--- config.mk ---
export PLATFORM = sky130hd
export DESIGN_NAME = uart_transmitter
export DESIGN_NICKNAME = d
export VERILOG_FILES = /design/src/rtl/uart_transmitter.sv
export SDC_FILE = /design/constraint.sdc
export NUM_CORES = 1
export LEC_CHECK = 0
export ABC_AREA = 1
export BUFFER_PORTS_ARGS = -buffer_cell sky130_fd_sc_hd__buf_2
export CAP_MARGIN = 15
export CORE_MARGIN = 1
export CORE_UTILIZATION = 55
export DETAILED_ROUTE_END_ITERATION = 12
export MAX_ROUTING_LAYER = met4
export PLACE_DENSITY_LB_ADDON = 0.1
export SETUP_SLACK_MARGIN = 0.05
export SYNTH_ARGS = -nofsm -noshare
export SYNTH_HDL_FRONTEND = slang
export SYNTH_SLANG_ARGS = --single-unit
--- constraint.sdc ---
create_clock -name clk -period 3.2 [get_ports clk]
set_input_delay 0.64 -clock clk [delete_from_list [all_inputs] [get_ports clk]]
set_output_delay 0.64 -clock clk [all_outputs]
set_load 0.005 [all_outputs]
--- src/rtl/uart_transmitter.sv ---
// UART transmitter: buffers bytes from a valid/ready producer in a small
// circular FIFO and serialises each one as an 8N1 frame on serial_out.
module uart_transmitter #(
    parameter int CLOCK_FREQ = 50_000_000,
    parameter int BAUD_RATE  = 115_200,
    parameter int FIFO_DEPTH = 4
) (
    input  logic       clk,
    input  logic       rst,
    input  logic [7:0] data_in,
    input  logic       data_in_valid,
    output logic       data_in_ready,
    output logic       serial_out,
    output logic       busy
);

    localparam int SYMBOL_EDGE_TIME = CLOCK_FREQ / BAUD_RATE;
    localparam int CW = (SYMBOL_EDGE_TIME > 2) ? $clog2(SYMBOL_EDGE_TIME) : 1;
    localparam int AW = (FIFO_DEPTH > 2) ? $clog2(FIFO_DEPTH) : 1;
    localparam logic [CW-1:0] LAST_CYCLE = CW'(SYMBOL_EDGE_TIME - 1);
    localparam logic [AW:0]   FULL_COUNT = (AW + 1)'(FIFO_DEPTH);

    if (SYMBOL_EDGE_TIME < 2) begin : g_bad_baud
        $error("uart_transmitter: CLOCK_FREQ / BAUD_RATE must be at least 2");
    end
    if (FIFO_DEPTH < 2 || (FIFO_DEPTH & (FIFO_DEPTH - 1)) != 0) begin : g_bad_depth
        $error("uart_transmitter: FIFO_DEPTH must be a power of 2 and >= 2");
    end

    typedef enum logic [1:0] {
        S_IDLE,
        S_START,
        S_DATA,
        S_STOP
    } state_t;

    // FIFO storage and bookkeeping
    logic [7:0]    r_mem [FIFO_DEPTH];
    logic [AW-1:0] r_wr_ptr;
    logic [AW-1:0] r_rd_ptr;
    logic [AW:0]   r_count;

    // Serializer state
    state_t        r_state;
    logic [CW-1:0] r_cycle;
    logic [2:0]    r_bit_idx;
    logic [7:0]    r_shift;
    logic          r_tx;

    state_t        w_state_next;
    logic [CW-1:0] w_cycle_next;
    logic [2:0]    w_bit_next;
    logic          w_tx_next;
    logic          w_push;
    logic          w_pop;
    logic          w_empty;
    logic          w_sym_end;

    assign w_empty       = (r_count == '0);
    assign data_in_ready = (r_count != FULL_COUNT);
    assign w_push        = data_in_valid && data_in_ready;
    assign w_sym_end     = (r_cycle == LAST_CYCLE);
    assign serial_out    = r_tx;
    assign busy          = (r_state != S_IDLE) || !w_empty;

    // FIFO data array: written at the tail on every accepted byte
    always_ff @(posedge clk) begin
        if (w_push) begin
            r_mem[r_wr_ptr] <= data_in;
        end
    end

    // FIFO pointers and occupancy; push and pop together leave the count unchanged
    always_ff @(posedge clk or negedge rst) begin
        if (!rst) begin
            r_wr_ptr <= '0;
            r_rd_ptr <= '0;
            r_count  <= '0;
        end else begin
            if (w_push) begin
                r_wr_ptr <= r_wr_ptr + AW'(1);
            end
            if (w_pop) begin
                r_rd_ptr <= r_rd_ptr + AW'(1);
            end
            case ({w_push, w_pop})
                2'b10:   r_count <= r_count + (AW + 1)'(1);
                2'b01:   r_count <= r_count - (AW + 1)'(1);
                default: r_count <= r_count;
            endcase
        end
    end

    // Serializer registers: state, bit timing, line level, and the popped byte
    always_ff @(posedge clk or negedge rst) begin
        if (!rst) begin
            r_state   <= S_IDLE;
            r_cycle   <= '0;
            r_bit_idx <= '0;
            r_shift   <= '0;
            r_tx      <= 1'b1;
        end else begin
            r_state   <= w_state_next;
            r_cycle   <= w_cycle_next;
            r_bit_idx <= w_bit_next;
            r_tx      <= w_tx_next;
            if (w_pop) begin
                r_shift <= r_mem[r_rd_ptr];
            end
        end
    end

    // Next-state logic; the line level is computed one cycle ahead so serial_out is registered
    always_comb begin
        w_state_next = r_state;
        w_cycle_next = r_cycle;
        w_bit_next   = r_bit_idx;
        w_tx_next    = r_tx;
        w_pop        = 1'b0;
        case (r_state)
            S_IDLE: begin
                w_tx_next    = 1'b1;
                w_cycle_next = '0;
                if (!w_empty) begin
                    w_pop        = 1'b1;
                    w_state_next = S_START;
                    w_tx_next    = 1'b0;
                end
            end
            S_START: begin
                if (w_sym_end) begin
                    w_state_next = S_DATA;
                    w_cycle_next = '0;
                    w_bit_next   = 3'd0;
                    w_tx_next    = r_shift[0];
                end else begin
                    w_cycle_next = r_cycle + CW'(1);
                end
            end
            S_DATA: begin
                if (w_sym_end) begin
                    w_cycle_next = '0;
                    if (r_bit_idx == 3'd7) begin
                        w_state_next = S_STOP;
                        w_tx_next    = 1'b1;
                    end else begin
                        w_bit_next = r_bit_idx + 3'd1;
                        w_tx_next  = r_shift[r_bit_idx + 3'd1];
                    end
                end else begin
                    w_cycle_next = r_cycle + CW'(1);
                end
            end
            S_STOP: begin
                if (w_sym_end) begin
                    w_cycle_next = '0;
                    // Chain straight into the next start bit so frames stay contiguous
                    if (!w_empty) begin
                        w_pop        = 1'b1;
                        w_state_next = S_START;
                        w_tx_next    = 1'b0;
                    end else begin
                        w_state_next = S_IDLE;
                        w_tx_next    = 1'b1;
                    end
                end else begin
                    w_cycle_next = r_cycle + CW'(1);
                end
            end
            default: begin
                w_state_next = S_IDLE;
                w_tx_next    = 1'b1;
                w_cycle_next = '0;
            end
        endcase
    end

endmodule

Word-level counts from Yosys, hierarchy flattened
Memories as Yosys holds them, arrays and structs flattened. A register that Yosys moved wholly into a read port is not among the register bits.
Cells that the tools add are included.
- RAM bits: 32
- bits of input ports: 11
- output and inout bits: 3
- register bits: 22
- memories kept: 1
- word-level logic and storage cells: 69
- equal/unequal tests: 14
- $add $sub $neg: 6
- mux-type cells: 27
- $lt $le $gt $ge: 1
- reduce and logical (&&, ||, !) cells: 13
- memory list (name ; depth ; bits a word ; read ports ; clocked after Yosys merged registers in ; write ports ; RTL line ; text):
    r_mem ; 4 ; 8 ; 1 ; 1 ; 1 ; 38 ; logic [7:0] r_mem [FIFO_DEPTH];
- operator list (cell ; count):
    case mux 9 bit (2 select lines) ; 1
    != test 2 bit, second input constant ; 6
    case mux 3 bit (2 select lines) ; 2
    2-to-1 mux 1 bit ; 11
    2-to-1 mux 2 bit ; 5
    adder 9 x 1 -> 9 bit, second input constant ; 1
    == test 9 bit, second input constant ; 1
    2-to-1 mux 3 bit ; 3
    2-to-1 mux 9 bit ; 1
    case mux 2 bit (4 select lines) ; 1
    adder 3 x 1 -> 3 bit, second input constant ; 2
    == test 2 bit, second input constant ; 3
    nonzero test 2 bit ; 3
    AND reduction 5 bit ; 1
    adder 2 x 1 -> 2 bit, second input constant ; 2
    == test 2 x 1 -> 1 bit, second input constant ; 2
    less-than comparator 3 x 4 -> 1 bit, second input constant ; 1
    case mux 1 bit (4 select lines) ; 1
    AND reduction 4 bit ; 1
    binary-select mux 1 bit (select 3 bit) ; 1
    == test 3 bit, second input constant ; 1
    logical NOT 3 bit ; 1
    != test 3 bit, second input constant ; 1
    AND reduction 3 bit ; 1
    7 further kinds ; 8

Depth between registers and ports, before layout
- word-level depth: 6
- depth in mapped cells: 14
- mapped depth without buffers: 14

Least setup slack after synthesis
OpenSTA, ideal clock, no wires.
- path type: register to register
- start point: register r_state[0]
- end point: register r_count[2]
- path buffers: 0
- path slack: 814 ps
- data arrival time: 2255 ps
- period minus slack after synthesis: 2386 ps
- library setup time: 131 ps
- stages on the path, launching flop included: 14
- required time: 3069 ps
- cell sequence: dfrtp_1 > inv_1 > ha_1 > inv_1 > nand2_1 > a21oi_2 > nand2_8 > inv_4 > ha_1 > inv_1 > fa_1 > a21oi_1 > o21ai_0 > xor2_1
- word-level cells in the longest chain between the ends: 4
- elaborated cells between the ends (all ways): 7
- classes of those cells: eq/ne (3); mux (2); reduce/logical (2)
- RTL lines (what ; RTL line ; text):
    start: declaration ; 44 ; state_t r_state;
    start signal: assignment ; 103 ; r_state <= w_state_next;
    == test 2 bit or logical NOT 2 bit (tied branches) ; 120 ; case (r_state)
    case mux 1 bit (2 select lines) (*) ; 120 ;
    via w_pop ; 55 ; logic w_pop;
    == test 2 x 1 -> 1 bit or == test 2 bit (tied branches) ; 86 ; case ({w_push, w_pop})
    case mux 3 bit (2 select lines) or nonzero test 2 bit (tied branches) ; -- ;
    end signal: assignment ; 87 ; 2'b10: r_count <= r_count + (AW + 1)'(1);
    end signal: assignment ; 88 ; 2'b01: r_count <= r_count - (AW + 1)'(1);
    end signal: assignment ; 89 ; default: r_count <= r_count;
    end: declaration ; 41 ; logic [AW:0] r_count;
Mark *: on every way through the listed nets, which the timed path passes. The rest lies on a longest branch.
A chain may end at the register's enable or synchronous reset.

Worst setup path in the final report
Ends and elaborated chain as after synthesis.

==> reports/metrics.cfg <==
[place]
port_buffers=13
globalplace.congestion=0.783
placed_area_um2=3010
dpl.hpwl_um=3220

[die]
initial_core_util_pct=59.0
dieArea_um2=5530
core_area_um2=4880
chipWidth_um=74.4
fp.dieH_um=74.4
num_rows=25
ios=14

[clocking]
clk_pin_slew_ps=70
cts_num_sinks=62
cts_tree=built
cts_hold_buffers=0
cts_setup_buffers=0
htreeDepth=3
cts_max_path_buffers=2
numCtsBuffers=9
clk_latency_ps=340
cts_root_buffer=clkbuf_8
cts_repair_resize_count=0

[yosys]
synth_edf_count=32
ys_seq_elements=62
yosysWarnings=0
ys_types=34
netlist_instances=272
seq_area_frac_synth_pct=59.5
async_flop_share_pct=48.4
avgSynthCellArea_um2=10.6
synth_top_flop_cell=edfxtp_1
synth_nets=298
syn_area_um2=2880

[setup_path]
r2r_slack_ps=640
r2r-end=r_count[2]$_DFFE_PN0P_
cp_slowest_cell=dfrtp_1
worstSetupPathType=register to register
path_max_fanout=10
regToRegStartpoint=r_state[0]$_DFFE_PN0P_
max_stage_delay_ps=430
crit_path_start_kind=register
arrival_ps=2780
r2r_cells=13
worst_path_most_repeated_cell=inv_1
path_cells=inv_1 > ha_1 > inv_1 > nand2_1 > a21oi_2 > nand2_8 > inv_4 > ha_1 > inv_1 > fa_1 > a21oi_1 > o21ai_0 > xor2_1
end_kind=register
cp.required_ps=3420

[sta]
relSlewSlack_pct=46.4
hold_ws_ps=322
finClkSkew_ps=6.76
slew_viol_final=0
rsz0062_at_grt=false
hold_viol=0
fmax_ghz=0.390
setup_violations=0
fin_tns_setup_ps=0
period_share_pct=80.0
worstMarginPinSlew_ps=802
layout_min_cycle_time_ps=2560

[cells_and_area]
post-route-cell-area_um2=3220
layout_commonest_cell=nand2_1
final_cell_mix=nand2_1 (50), nor2_1 (33), edfxtp_1 (32)
areaGrowthSynthToFinish_pct=11.9
drive_gt1_share_pct=15.2
nets=318
diodes=0

[route]
drt_iter0_drc=141
antenna_left=0
via_per_inst=5.09
firstDrtPassIters=6
wl_um=4720
drc=0
avgRoutedWirePerCell_um=13.0
dr_total_vias=1852

[run_status]
status=complete, no violations

[power]
switching_share_pct=25.2
ir_drop_mv=0.395
power_frac_seq_pct=50.8
intPower_mw=1.47
netSwitchingPower_mw=0.496
combPwrFrac_pct=12.1
p_leak_nw=1.36
clkPwrFrac_pct=37.1
p_per_area_nw_per_um2=611

[grt]
overflow=0
track_usage_pct=20.8
antenna_found_initial=0
grt_max_degree=31
grt_pass1_wl_um=7910
grt_pass1_vias=1814

[hold_path]
hp-class=primary input to async pin

[run]
max-cap-violations=0

-- per-stage QoR --
| stage | util, % | power (mW) | std cells | setup WS (ps) |
|---|---|---|---|---|
| floorplan | - | 1.18 | 272 | 814 |
| global placement | 61.7 | 1.25 | 348 | 702 |
| detailed placement | 61.7 | 1.26 | 348 | 626 |
| CTS | 66.0 | 1.99 | 364 | 613 |
| global route | 66.0 | 2.07 | 364 | 376 |
| finish | 66.0 | 1.97 | 364 | 639 |
-- worst max-delay path by stage --
stage                                        end              startpoint  depth (start not counted)
after floorplan           r_count[2]$_DFFE_PN0P_  r_state[0]$_DFFE_PN0P_                         13
after global placement    r_count[2]$_DFFE_PN0P_  r_state[0]$_DFFE_PN0P_                         13
after detailed placement  r_count[2]$_DFFE_PN0P_  r_state[0]$_DFFE_PN0P_                         13
after CTS                 r_count[2]$_DFFE_PN0P_  r_state[0]$_DFFE_PN0P_                         13
after global routing      r_count[2]$_DFFE_PN0P_  r_state[0]$_DFFE_PN0P_                         13
final                     r_count[2]$_DFFE_PN0P_  r_state[0]$_DFFE_PN0P_                         13
-- cells by family after synthesis --
kind of cell,share of synthesized area [%]
buffers and inverters,4.52
xor gates and xnor gates,2.09
AOI/OAI and AO/OA,7.69
adders and majority gates,6.78
and+or+nand+nor,19.4
DFF,59.5
-- synth_stat cells (all sizes together) (2+ instances only) --
| master | number | area share, % |
|---|---|---|
| a21oi | 8 | 1.5 |
| buf | 4 | 0.65 |
| dfrtp | 29 | 25 |
| edfxtp | 32 | 33 |
| ha | 14 | 6.1 |
| inv | 29 | 3.9 |
| nand2 | 54 | 8.5 |
| nand3 | 14 | 2.4 |
| nand4 | 2 | 0.43 |
| nor2 | 35 | 5.2 |
| nor3 | 7 | 2.2 |
| o21ai | 24 | 4.2 |
| o22ai | 8 | 1.7 |
| xnor2 | 2 | 0.61 |
| xor2 | 4 | 1.5 |
-- cell type report --
type,instances,area [um^2]
repair buffers,13,65.1
fillers,409,1660
well taps,67,83.8
clock buffers,9,124
clock inverters,7,88.8
inverters,29,111
flip-flops and latches,62,1710
multi-input cells,177,1040
-- power by group through the flow --
stage	Clock, mW	Combinational (mW)	Sequential, mW
floorplan	0	0.170	1.01
global placement	0	0.239	1.01
detailed placement	0	0.242	1.02
CTS	0.742	0.244	1.00
global route	0.777	0.286	1.01
finish	0.730	0.239	0.999
-- flip-flops by register name, indices dropped and copies added, names as in the netlist --
| register | flops |
|---|---|
| r_wr_ptr | 2 |
| r_rd_ptr | 2 |
| serial_out | 1 |
| r_cycle | 9 |
| r_shift | 8 |
| r_bit_idx | 3 |
| r_count | 3 |
| r_state | 2 |
| r_mem | 32 |
-- critical path, delay by kind of cell (launching register included) --
kind	cells	cell delay (ps)
adders and majority gates	3	820
AOI/OAI and AO/OA	3	470
DFF	1	430
buffers and inverters	4	380
and+or+nand+nor	2	200
xor gates and xnor gates	1	150
-- per-layer routing --
metal	vias up	share of wire [%]	track usage, %
li1	949	-	-
met1	865	47	24.3
met2	28	48	33.4
met3	10	2.6	5.28
met4	0	2.3	10.7
met5	-	0	-
No activity file was read; power rests on OpenSTA's default activity.
